`src/rtl/lcd_pkg.sv`:
```
// Shared LCD definitions: 5:6:5 channel widths, cursor mode encoding and
// default colours.
package lcd_pkg;
  localparam int R_W   = 5;
  localparam int G_W   = 6;
  localparam int B_W   = 5;
  localparam int RGB_W = R_W + G_W + B_W;

  typedef enum logic [1:0] {
    MODE_OFF   = 2'd0,
    MODE_BLOCK = 2'd1,
    MODE_UL    = 2'd2,
    MODE_BLINK = 2'd3
  } cursor_mode_e;

  typedef struct packed {
    logic [R_W-1:0] r;
    logic [G_W-1:0] g;
    logic [B_W-1:0] b;
  } rgb565_t;

  localparam logic [RGB_W-1:0] FG_DEFAULT = 16'h7BEF;
  localparam logic [RGB_W-1:0] BG_DEFAULT = 16'h0000;
endpackage

```
`src/rtl/blink_timer.sv`:
```
// Frame-count blink generator: blink_phase flips every BLINK_FRAMES frame starts.
module blink_timer #(
  parameter int BLINK_FRAMES = 30
) (
  input  logic clk,
  input  logic reset,
  input  logic frame_start,
  output logic blink_phase
);
  localparam int CW = (BLINK_FRAMES > 1) ? $clog2(BLINK_FRAMES) : 1;
  localparam logic [CW-1:0] LAST = CW'(BLINK_FRAMES - 1);

  logic [CW-1:0] r_cnt;

  always_ff @(posedge clk) begin
    if (reset) begin
      r_cnt       <= '0;
      blink_phase <= 1'b1;
    end else if (frame_start) begin
      if (r_cnt == LAST) begin
        r_cnt       <= '0;
        blink_phase <= ~blink_phase;
      end else begin
        r_cnt <= r_cnt + 1'b1;
      end
    end
  end
endmodule

```
`src/rtl/cursor_render.sv`:
```
// Text-mode cursor overlay: inverse-video cursor on the glyph stream, two-stage
// pipeline with timing signals delayed alongside the pixel data.
module cursor_render
  import lcd_pkg::*;
#(
  parameter int H_BLOCK_W    = 7,
  parameter int V_BLOCK_W    = 5,
  parameter int H_PIXEL_W    = 4,
  parameter int V_PIXEL_W    = 5,
  parameter int CELL_H       = 32,
  parameter int UL_ROWS      = 2,
  parameter int BLINK_FRAMES = 30,
  parameter logic [RGB_W-1:0] FG_RGB = FG_DEFAULT,
  parameter logic [RGB_W-1:0] BG_RGB = BG_DEFAULT
) (
  input  logic                 clk,
  input  logic                 reset,
  input  logic                 de_in,
  input  logic                 hsync_in,
  input  logic                 vsync_in,
  input  logic [H_BLOCK_W-1:0] h_block,
  input  logic [H_PIXEL_W-1:0] h_pixel,
  input  logic [V_BLOCK_W-1:0] v_block,
  input  logic [V_PIXEL_W-1:0] v_pixel,
  input  logic                 glyph_bit,
  input  logic [H_BLOCK_W-1:0] cursor_x,
  input  logic [V_BLOCK_W-1:0] cursor_y,
  input  logic [1:0]           cursor_mode,
  output logic                 lcd_de,
  output logic                 lcd_hsync,
  output logic                 lcd_vsync,
  output logic [R_W-1:0]       lcd_r,
  output logic [G_W-1:0]       lcd_g,
  output logic [B_W-1:0]       lcd_b,
  output logic                 blink_phase
);
  localparam int UL_START = CELL_H - UL_ROWS;
  localparam rgb565_t FG = rgb565_t'(FG_RGB);
  localparam rgb565_t BG = rgb565_t'(BG_RGB);

  // glyph_bit already encodes the horizontal pixel position
  logic w_unused_hpix;
  assign w_unused_hpix = ^h_pixel;

  logic                 r_vs_prev;
  logic                 w_frame_start;
  logic [H_BLOCK_W-1:0] r_cx;
  logic [V_BLOCK_W-1:0] r_cy;
  cursor_mode_e         r_mode;

  assign w_frame_start = vsync_in & ~r_vs_prev;

  always_ff @(posedge clk) begin
    if (reset) begin
      r_vs_prev <= 1'b0;
      r_cx      <= '0;
      r_cy      <= '0;
      r_mode    <= MODE_OFF;
    end else begin
      r_vs_prev <= vsync_in;
      if (w_frame_start) begin
        r_cx   <= cursor_x;
        r_cy   <= cursor_y;
        r_mode <= cursor_mode_e'(cursor_mode);
      end
    end
  end

  blink_timer #(.BLINK_FRAMES(BLINK_FRAMES)) u_blink (
    .clk         (clk),
    .reset       (reset),
    .frame_start (w_frame_start),
    .blink_phase (blink_phase)
  );

  logic w_mode_ok;
  logic w_hit;

  always_comb begin
    w_mode_ok = 1'b0;
    case (r_mode)
      MODE_OFF:   w_mode_ok = 1'b0;
      MODE_BLOCK: w_mode_ok = 1'b1;
      MODE_UL:    w_mode_ok = (int'(v_pixel) >= UL_START);
      MODE_BLINK: w_mode_ok = blink_phase;
      default:    w_mode_ok = 1'b0;
    endcase
  end

  // Coordinates beyond the visible grid never match, so they simply vanish
  assign w_hit = (h_block == r_cx) && (v_block == r_cy) && w_mode_ok;

  logic    r_de1, r_hs1, r_vs1, r_on1;
  rgb565_t w_px;

  assign w_px = r_on1 ? FG : BG;

  always_ff @(posedge clk) begin
    if (reset) begin
      r_de1     <= 1'b0;
      r_hs1     <= 1'b0;
      r_vs1     <= 1'b0;
      r_on1     <= 1'b0;
      lcd_de    <= 1'b0;
      lcd_hsync <= 1'b0;
      lcd_vsync <= 1'b0;
      lcd_r     <= '0;
      lcd_g     <= '0;
      lcd_b     <= '0;
    end else begin
      r_de1     <= de_in;
      r_hs1     <= hsync_in;
      r_vs1     <= vsync_in;
      r_on1     <= glyph_bit ^ w_hit;
      lcd_de    <= r_de1;
      lcd_hsync <= r_hs1;
      lcd_vsync <= r_vs1;
      lcd_r     <= r_de1 ? w_px.r : '0;
      lcd_g     <= r_de1 ? w_px.g : '0;
      lcd_b     <= r_de1 ? w_px.b : '0;
    end
  end
endmodule

```
`config.mk`:
```
export PLATFORM = sky130hd
export DESIGN_NAME = cursor_render
export DESIGN_NICKNAME = d
export VERILOG_FILES = /design/src/rtl/lcd_pkg.sv /design/src/rtl/blink_timer.sv /design/src/rtl/cursor_render.sv
export SDC_FILE = /design/constraint.sdc
export NUM_CORES = 1
export LEC_CHECK = 0
export CORE_ASPECT_RATIO = 1.2
export CORE_MARGIN = 5
export CORE_UTILIZATION = 25
export CTS_CLUSTER_SIZE = 10
export DETAILED_ROUTE_END_ITERATION = 12
export PLACE_DENSITY = 0.53
export SYNTH_ARGS = -nofsm -noshare
export SYNTH_HDL_FRONTEND = slang
export SYNTH_SLANG_ARGS = --single-unit
```
`constraint.sdc`:
```
create_clock -name clk -period 4.2 [get_ports clk]
set_input_delay 0.63 -clock clk [delete_from_list [all_inputs] [get_ports clk]]
set_output_delay 0.63 -clock clk [all_outputs]
set_load 0.01 [all_outputs]
```
After elaboration in Yosys (flattened, before gate mapping)
Cells that the tools add are included.
Widths: inputs -> output; s select.
- register bits: 43
- input bits: 41
- output and inout port bits: 20
- logic and storage cells: 36
- $add $sub $neg: 1
- magnitude comparators: 1
- equality and inequality tests: 6
- muxes and demuxes: 3
- bitwise operators: 5
- reduce and logical (&&, ||, !) cells: 5
- operator list (cell ; number):
    $mux 15 ; 1
    $eq 7x7->1 ; 1
    $add 5x1->5 const B ; 1
    $eq 5x5->1 ; 1
    $eq 5x5->1 const B ; 1
    $ge 5x5->1 const B ; 1
    $mux 5 ; 1
    $eq 2x2->1 const B ; 2
    $pmux 1 s4 ; 1
    $not 1->1 ; 3
    $eq 2x1->1 const B ; 1
    $logic_and 1x1->1 ; 2
    $logic_not 2->1 ; 1
    $reduce_and 2->1 ; 1
    $reduce_or 2->1 ; 1
    $and 1x1->1 ; 1
    $xor 1x1->1 ; 1

Depth between registers and ports, before layout
- depth after elaboration: 4
- gate-level depth with buffers: 6
- mapped depth without buffers: 6

By module
Synthesis repeated with hierarchy kept, for this count alone.
- cells, all modules: 143
- area total of the unflattened synthesis: 1265.0 um^2
- by module, submodules not included (module ; times used ; cells each ; area an instance (um^2) ; sequential area each (um^2)):
    cursor_render ; 1 ; 116 ; 982.2 ; 440.4
    blink_timer ; 1 ; 27 ; 282.8 ; 120.1

Worst setup path before layout
OpenSTA, ideal clock, no wires.
- kind: input port to flip-flop
- start point: input v_pixel[4]
- end point: register r_on1
- setup time: 0.121 ns
- arrival: 1.674 ns
- data required time: 4.079 ns
- slack: 2.405 ns
- stages: 4
- path buffers: 0
- cell sequence: nand4_1 > or3_1 > a2111oi_2 > mux2_2
- word-level cells in the longest chain between the ends: 4
- ends and longest elaborated chain (what ; line ; RTL):
    start, declared ; cursor_render.sv:24 ; input logic [V_PIXEL_W-1:0] v_pixel,
    $ge 5x5->1 ; cursor_render.sv:84 ; MODE_UL: w_mode_ok = (int'(v_pixel) >= UL_START);
    $pmux 1 s4 ; cursor_render.sv:81 ; case (r_mode)
    $logic_and 1x1->1 ; cursor_render.sv:91 ; assign w_hit = (h_block == r_cx) && (v_block == r_cy) && w_mode_ok;
    $xor 1x1->1 ; cursor_render.sv:114 ; r_on1 <= glyph_bit ^ w_hit;
    end signal, assigned ; cursor_render.sv:114 ;
    end, declared ; cursor_render.sv:93 ; logic r_de1, r_hs1, r_vs1, r_on1;
Every way passes these cells.
A chain may end at the register's enable or synchronous reset.

Worst setup path after layout
Same ends and word-level chain as after synthesis.

==> flow_summary.toml <==
[cells_and_area]
nNetsFinal = 228
n_fill_cell = 523
layout-drive-gt1-share_pct = 3.80
seq_area_um2 = 561
syn_to_final_growth_pct = 43.9
diodes = 0
multi_input_area_um2 = 557

[job]
cap_violations = 0

[timing]
final.setup.tns_ns = 0
layout_setup_ws_ns = 2.14
finalCriticalPeriod_ns = 2.06
rsz0062_at_grt = "false"
fin_crit_sh_pct = 49.0
max_freq_mhz = 486
slew_viol_final = 0
clock_skew_ns = 0.00242
setup_viol = 0
max_slew_margin_pct = 42.4
tightest_slew_ns = 0.862
final_hold_viol_count = 0

[route]
avgRoutedWirePerCell_um = 11.3
postRouteAntennaNets = 0
route.detailed.drc = 0
routed-wl-met3_um = 294
dr.pass1.iters = 2
vias_per_cell = 4.18
dr_wl_met2_mm = 1.26
vias = 1020
top_layer = "met4"
drt_wl_total_mm = 2.76
drtIter0Drc = 30
drt-met1-wl_mm = 1.16

[placed_design]
gp_congestion = 0.665
dpl_worst_slack_ns = 1.81
io_buffers = 52
hpwl_mm = 2.03

[global_route]
antenna_found_initial = 0
grt_usage_pct = 8.92
grt_pass1_wl_mm = 4.44
grt_overflow = 0
grt_start_max_net_pins = 25
grt_pass1_vias = 1009

[yosys]
synth_seq_cells = 28
synth_cells = 145
ys_warn_count = 0
seq_area_frac_synth_pct = 44.8
synthTopCellsByArea = "dfxtp_1 (45%), xnor2_1 (9.8%), nand2_1 (9.3%), buf_4 (9.0%), a21oi_1 (5.6%)"
synth-main-ff-cell = "dfxtp_1"
yosys.area.top_type = "dfxtp_1"
async_flop_share_pct = 0
yosysMostFrequentCell = "nand2_1"
ys_types = 24
synthTopCellsByCount = "nand2_1 (31), dfxtp_1 (28), buf_4 (15), a21oi_1 (14), xnor2_1 (14)"
synth_top_area_share_pct = 44.8
netlist_area_um2 = 1250
syn_avg_cell_area_um2 = 8.62
synth_edf_count = 0

[floorplanning]
fp.dieW_um = 74.6
die-area_um2 = 6520
initial_utilization_pct = 25.5
row_count = 28
core_area_um2 = 4900
pin_count = 61
dieHeight_um = 87.5

[clocking]
postCtsSetupBuffers = 0
hold_buffers = 0
clock_path_buffers = 2
cts_inserted_buffers = 3
ctsResizeCount = 0
clock-root-buffer = "clkbuf_8"
clk_pin_slew_ns = 0.10
h-tree-depth = 1
clock_sinks = 28
cts_tree = "yes"
clock_latency_ns = 0.27

[worst_setup_path]
required_ns = 4.37
critPathLaunchType = "primary input"
reg2reg_from = "r_vs1"
worstSetupStartpoint = "v_pixel[4]"
endpoint_kind = "flip-flop"
r2r_cells = 4
critical_path_class = "primary input to flip-flop"
worstPathMaxFanout = 1
arrival_ns = 2.23

[power]
power_density_nw_per_um2 = 326
ir_worst_vdd_v = 0.000169
power_leakage_nw = 0.636

[worst_hold_path]
hold_path.class = "flip-flop to flip-flop"
hold_path_depth = 1
hold_start = "r_on1"

[status]
status = "completed"
placed cells by master (no fill, tap or decap), types with 3 or more instances in the layout:
| cell | n |
|---|---|
| nand2_1 | 31 |
| clkdlybuf4s50_1 | 52 |
| dfxtp_1 | 28 |
| xnor2_1 | 14 |
| nor2b_1 | 8 |
| a21oi_1 | 14 |
| clkbuf_8 | 3 |
| xor2_1 | 3 |
| nor2_1 | 6 |
| conb_1 | 3 |
| nand4_1 | 6 |
per-stage QoR:
stage | hold slack, ns | util [%] | instance area (um^2) | std cells | power, W
2_1_floorplan | 0.406 | - | 1260 | 147 | 0.000335
3_3_place_gp | 0.412 | 35.2 | 1730 | 240 | 0.000380
3_5_place_dp | 0.419 | 35.2 | 1730 | 240 | 0.000381
4_1_cts | 0.444 | 36.7 | 1800 | 244 | 0.000597
5_1_grt | 0.471 | 36.7 | 1800 | 244 | 0.000617
6_report | 0.438 | 36.7 | 1800 | 244 | 0.000586
state kept, by name (all words and copies together), names as in the netlist, 2 cells and up:
| register | flops |
|---|---|
| r_mode | 2 |
| r_cy | 5 |
| u_blink.r_cnt | 5 |
| r_cx | 7 |
layout make-up:
class / count / area share (%)
Tap cell: 60 / 4.17
Multi-Input combinational cell: 97 / 30.9
Clock inverter: 1 / 1.67
Timing Repair Buffer: 53 / 29.3
Clock buffer: 3 / 2.29
Inverter: 2 / 0.417
Sequential cell: 28 / 31.2
path summary, 6_finish.rpt:
path	slack [ns]	endpoint
setup reg to reg	2.56	u_blink.r_cnt[1]
hold / removal	0.44	lcd_g[3]
setup / recovery	2.14	r_on1
hold reg to reg	0.44	lcd_g[3]
per-layer routing:
layer	track usage [%]	vias to the layer above
met1	10.1	451
met4	4.37	0
li1	-	525
met5	0	-
met3	2.19	4
met2	15.3	40
worst max-delay path, stage by stage:
cell and delay (ns):
clkdlybuf4s50_1 0.46, nand4_1 0.09, or3_1 0.33, a2111oi_2 0.35, mux2_2 0.37
logic make-up after synthesis:
family	share of synthesized area, %
AOI/OAI and AO/OA	7.81
xor gates and xnor gates	11.9
adders and majority gates	2.00
buffers and inverters	11.2
DFF	44.8
muxes	0.901
other	0.300
and+or+nand+nor	21.0
report_power, final:
group / total (W) / internal, W / switching [W]
Clock: 0.000213 / 0.000128 / 0.0000855
Combinational: 0.0000861 / 0.0000532 / 0.0000329
Sequential: 0.000287 / 0.000278 / 0.00000819
Power figures use the tool's default switching activity.
